**src/rtl/serializer_8b.sv**
```systemverilog
// Parallel-in, serial-out transmitter: accepts an 8-bit word on a valid/ready
// handshake and emits it MSB first, one bit per output beat.
module serializer_8b (
    input  logic       clk,
    input  logic       rst,
    input  logic       in_val,
    output logic       in_rdy,
    input  logic [7:0] in_data,
    output logic       out_val,
    input  logic       out_rdy,
    output logic       out_bit,
    output logic       out_last
);

    typedef enum logic {
        IDLE  = 1'b0,
        SHIFT = 1'b1
    } state_t;

    state_t     state_reg;
    logic [7:0] shreg_reg;
    logic [2:0] cnt_reg;
    logic [7:0] shift_next;
    logic       last_beat;
    logic       in_xfer;

    genvar gi;
    generate
        for (gi = 0; gi < 8; gi++) begin : g_shift
            if (gi == 0) begin : g_lsb
                assign shift_next[gi] = 1'b0;
            end else begin : g_upper
                assign shift_next[gi] = shreg_reg[gi-1];
            end
        end
    endgenerate

    assign last_beat = (state_reg == SHIFT) && (cnt_reg == 3'd7);

    // in_rdy looks through to out_rdy on the last beat so words can abut.
    assign in_rdy   = !rst && ((state_reg == IDLE) || (last_beat && out_rdy));
    assign in_xfer  = in_val && in_rdy;
    assign out_val  = !rst && (state_reg == SHIFT);
    assign out_bit  = (state_reg == SHIFT) && shreg_reg[7];
    assign out_last = last_beat;

    always_ff @(posedge clk) begin
        if (rst) begin
            state_reg <= IDLE;
            shreg_reg <= 8'h00;
            cnt_reg   <= 3'd0;
        end else begin
            case (state_reg)
                IDLE: begin
                    if (in_xfer) begin
                        shreg_reg <= in_data;
                        cnt_reg   <= 3'd0;
                        state_reg <= SHIFT;
                    end
                end
                SHIFT: begin
                    if (out_rdy) begin
                        if (cnt_reg != 3'd7) begin
                            shreg_reg <= shift_next;
                            cnt_reg   <= cnt_reg + 3'd1;
                        end else if (in_val) begin
                            shreg_reg <= in_data;
                            cnt_reg   <= 3'd0;
                        end else begin
                            state_reg <= IDLE;
                            cnt_reg   <= 3'd0;
                        end
                    end
                end
                default: begin
                    state_reg <= IDLE;
                    cnt_reg   <= 3'd0;
                end
            endcase
        end
    end

endmodule
```
**config.mk**
```make
export PLATFORM = sky130hd
export DESIGN_NAME = serializer_8b
export DESIGN_NICKNAME = d
export VERILOG_FILES = /design/src/rtl/serializer_8b.sv
export SDC_FILE = /design/constraint.sdc
export NUM_CORES = 1
export LEC_CHECK = 0
export BUFFER_PORTS_ARGS = -buffer_cell sky130_fd_sc_hd__buf_2
export CORE_UTILIZATION = 40
export DETAILED_ROUTE_END_ITERATION = 7
export HOLD_SLACK_MARGIN = 0.12
export PLACE_DENSITY = 0.72
export SYNTH_ARGS = -nofsm -noshare
export SYNTH_HDL_FRONTEND = slang
export SYNTH_SLANG_ARGS = --single-unit
```
**constraint.sdc**
```tcl
create_clock -name clk -period 3.5 [get_ports clk]
set_clock_uncertainty 0.05 [all_clocks]
set_input_delay 0.525 -clock clk [delete_from_list [all_inputs] [get_ports clk]]
set_output_delay 0.525 -clock clk [all_outputs]
set_load 0.005 [all_outputs]
```
== After elaboration in Yosys (flattened, before gate mapping) ==
Cells that the tools add are included.
Word-level totals
  register bits: 12
  input bits: 12
  output and inout port bits: 4
Operators by class
  reductions and logical operators: 10
  bitwise operators: 1
  equal/unequal tests: 5
  add/subtract/negate cells: 1
  muxes and demuxes: 14
Operators with widths (count)
  two-way mux 8 bit: 4
  one-hot mux 8 bit (2 select lines): 1
  two-way mux 3 bit: 3
  logical AND 1 bit: 6
  one-hot mux 3 bit (2 select lines): 1
  two-way mux 1 bit: 4
  != test 2 bit, second input constant: 2
  adder 3 x 1 -> 3 bit, second input constant: 1
  equality test 3 bit, second input constant: 1
  != test 3 x 2 -> 1 bit, second input constant: 1
  != test 3 bit, second input constant: 1
  AND reduction 3 bit: 1
  one-hot mux 1 bit (2 select lines): 1
  AND reduction 2 bit: 1
  logical NOT 1 bit: 1
  logical OR 1 bit: 1
  inverter 1 bit: 1

== Depth between registers and ports, before layout ==
  depth after elaboration: 8
  depth in mapped cells: 7

== Worst setup path before layout ==
No wires, ideal clock.
  path kind: input to output
  start: input port rst
  end: output port in_rdy
  data arrival time: 944 ps
  path slack: 1981 ps
  stages: 2
  data required time: 2925 ps
  cells stage by stage: clkbuf_1 > nor2_1
On the way
  cells in the longest elaborated chain, start to end: 2
RTL lines
  from (decl): RTL line 5  | input logic rst,
  logical NOT 1 bit: RTL line 41  | assign in_rdy = !rst && ((state_reg == IDLE) || (last_beat && out_rdy));
  logical AND 1 bit: RTL line 41
  to (decl): RTL line 7  | output logic in_rdy,
Every way passes these cells.

== Final worst setup path ==
  start: register cnt_reg[0]
  end: output port in_rdy
On the way
  cells in the longest elaborated chain, start to end: 5
RTL lines
  from (decl): RTL line 22  | logic [2:0] cnt_reg;
  from (signal assigned): RTL line 65  | cnt_reg <= cnt_reg + 3'd1;
  equality test 3 bit: RTL line 38  | assign last_beat = (state_reg == SHIFT) && (cnt_reg == 3'd7);
  logical AND 1 bit: RTL line 38
  logical AND 1 bit: RTL line 41
  logical OR 1 bit: RTL line 41
  logical AND 1 bit: RTL line 41
Every way passes these cells.

==> flow_metrics.tcl <==
set metrics [dict create \
    status "completed" \
    irDropWorstVdd_mv 0.281 \
    firstDrtPassIters 4 \
    rsz0062_at_grt "no" \
    grt_pass1_vias 396 \
    fin_nets 93 \
    cts_buffers 3 \
    whs_endpoint "shreg_reg[0]" \
    synth_cell_types 19 \
    slew_viol_final 0 \
    area_delta_synth_final_pct 13.5 \
    grt_overflow 0 \
    largest_reg_flops 8 \
    cellPowerDensity_nw_per_um2 403 \
    synthesis.area_um2 628 \
    crit_slowest_cell "dfxtp_1" \
    worstPathMaxFanout 5 \
    die_h_um 41.6 \
    multi_input_area_um2 353 \
    grt_max_degree 17 \
    synth_xor_area_frac 0 \
    clock-root-buffer "clkbuf_4" \
    path_cells "ha_1, ha_1, a21boi_1, nor2_1, buf_2" \
    postCtsSetupBuffers 0 \
    leakage_uw 0.000318 \
    initial_core_util 0.454 \
    hold_violations 0 \
    synthSimpleGateAreaFrac 0.183 \
    drtAntennaViolNets 0 \
    holdPathStages 3 \
    finalWorstSetupSlack_ps 1540 \
    synth.area.mux_share 0.112 \
    drc 0 \
    wire_per_inst_um 11.6 \
    fmax_mhz 510 \
    hold_class "primary input to flop" \
    max_stage_delay_ps 330 \
    port_buffers 15 \
    critPathRequiredTime_ps 2920 \
    ys_seq_area_frac 0.382 \
    synth_top_family_by_area "compound AO/OA/AOI/OAI gates" \
    relSlewSlack 0.682 \
    register_area_um2 240 \
    placed_area_um2 691 \
    wl_um 1060 \
    tns_ps 0 \
    fill_cells 138 \
    reg2reg_depth 5 \
    ys_seq_elements 12 \
    coreArea_um2 1380 \
    path_clk_slew_ps 70 \
    syn_avg_cell_area_um2 9.97 \
    finalCritPeriodShare 0.561 \
    cts.sinks 12 \
    dpl.hpwl_um 781 \
    drt_iter0_drc 6 \
    synthesis.nets 77 \
    place_ws_ps 1760 \
    syn-instance-count 63 \
    cts.htree.levels 1 \
    diodes 0 \
    worstMarginPinSlew_ps 477 \
    rr_startpoint "cnt_reg[0]" \
    grtUsageTotal 0.137 \
    cp_top_family "adder cells" \
    ys_warn_count 0 \
    tritoncts "built" \
    clk_path_buf_depth 2 \
    hold_buffers 0 \
    die_w_um 41.6 \
    grt_pass1_wl_um 1790 \
    worstSetupPathType "flop to output pin" \
    drive_gt1_frac 0.390 \
    cts_resized 0 \
    via_per_inst 5.28 \
    min_period_ps 1960 \
    clk_latency_ps 270 \
    synthAdderAreaFrac 0.0398 \
    hold_start "in_data[0]" \
    io_pins 16 \
    rr_endpoint "shreg_reg[7]" \
    die_area_um2 1730 \
    start_kind "flop" \
    cp_data_arrival_time_ps 1390 \
    crit_buf_inv 1 \
    final_core_util 0.516 \
    cap_viol_max_count 0 \
    row_count 13 \
    cp-end-kind "output pin" \
    synth-compound-area-share 0.227 \
    gp_congestion 0.749 \
    r2r_slack_ps 1750 \
    total_power_uw 287 \
    cpMostUsedCell "ha_1" \
    setup_viol 0 \
    fin_area_um2 713 \
    vias 486 \
    grt_antenna_before_repair 0 \
]
-- worst max path at each step --
stage | startpoint | end | slack, ps | cells after the start
5_1_grt | cnt_reg[0] | in_rdy | 1440 | 5
4_1_cts | cnt_reg[0] | in_rdy | 1520 | 5
3_5_place_dp | cnt_reg[0] | shreg_reg[7] | 1760 | 5
6_report | cnt_reg[0] | in_rdy | 1540 | 5
2_1_floorplan | rst | in_rdy | 1980 | 2
3_3_place_gp | rst | shreg_reg[0] | 1780 | 5
-- worst register-to-register path, stage by stage, from the launching register on --
cell,delay (ps)
dfxtp_1,360
ha_1,170
ha_1,220
nand2b_1,430
mux2i_1,300
a211oi_2,90
-- area by class of cell --
cell class                      instances  area share
Tap cell                               15      0.0263
Timing Repair Buffer                   15       0.105
Clock buffer                            3      0.0316
Multi-Input combinational cell         46       0.495
Sequential cell                        12       0.337
Inverter                                1     0.00526
-- cells in the final DEF (no fill, tap or decap), drive strengths merged --
cell,Yosys,final
nor2,16,16
buf,3,15
dfxtp,12,12
mux2i,7,7
a211oi,7,7
a32oi,3,3
clkbuf,1,3
and2,2,2
nand2b,2,2
a21oi,2,2
ha,2,2
a21boi,1,1
nor2b,1,1
a32o,1,1
inv,1,1
or2,1,1
nand3,1,1
-- Yosys cell counts, drive strengths merged --
| cell type | n | area share |
|---|---|---|
| nand3 | 1 | 0.016 |
| ha | 2 | 0.040 |
| and2 | 2 | 0.020 |
| buf | 3 | 0.044 |
| nor2 | 16 | 0.11 |
| mux2i | 7 | 0.11 |
| nand2b | 2 | 0.020 |
| a21boi | 1 | 0.012 |
| a32oi | 3 | 0.042 |
| or2 | 1 | 0.010 |
| dfxtp | 12 | 0.38 |
| a32o | 1 | 0.018 |
| clkbuf | 1 | 0.0060 |
| inv | 1 | 0.0060 |
| a21oi | 2 | 0.016 |
| a211oi | 7 | 0.14 |
| nor2b | 1 | 0.010 |
-- cells by family (layout without fill, tap and decap cells) --
| kind of cell | after synthesis | after routing |
|---|---|---|
| AO/OA/AOI/OAI | 14 | 14 |
| adder cells (fa/ha/maj) | 2 | 2 |
| buffers and inverters | 5 | 19 |
| flip-flops | 12 | 12 |
| multiplexers | 7 | 7 |
| AND/OR/NAND/NOR | 23 | 23 |
-- per-stage QoR --
| stage | hold slack, ps | cells |
|---|---|---|
| 2_1_floorplan | 408 | 63 |
| 3_3_place_gp | 433 | 89 |
| 3_5_place_dp | 442 | 89 |
| 4_1_cts | 441 | 92 |
| 5_1_grt | 459 | 92 |
| 6_report | 451 | 92 |
-- routing by layer --
metal | global-route usage | wire length, um
met2 | 0.200 | 512
met3 | 0.0652 | 43
met4 | 0.0581 | 12
met1 | 0.172 | 495
met5 | 0 | 0
-- report_power, final --
| group | switching [uW] | internal, uW | total, uW | leakage, uW |
|---|---|---|---|---|
| Sequential | 6.80 | 146 | 153 | 0.0000987 |
| Combinational | 27.9 | 24.1 | 52.0 | 0.000205 |
| Clock | 42.8 | 39.8 | 82.6 | 0.0000138 |
Note: power is estimated with default switching activity, not from simulation.
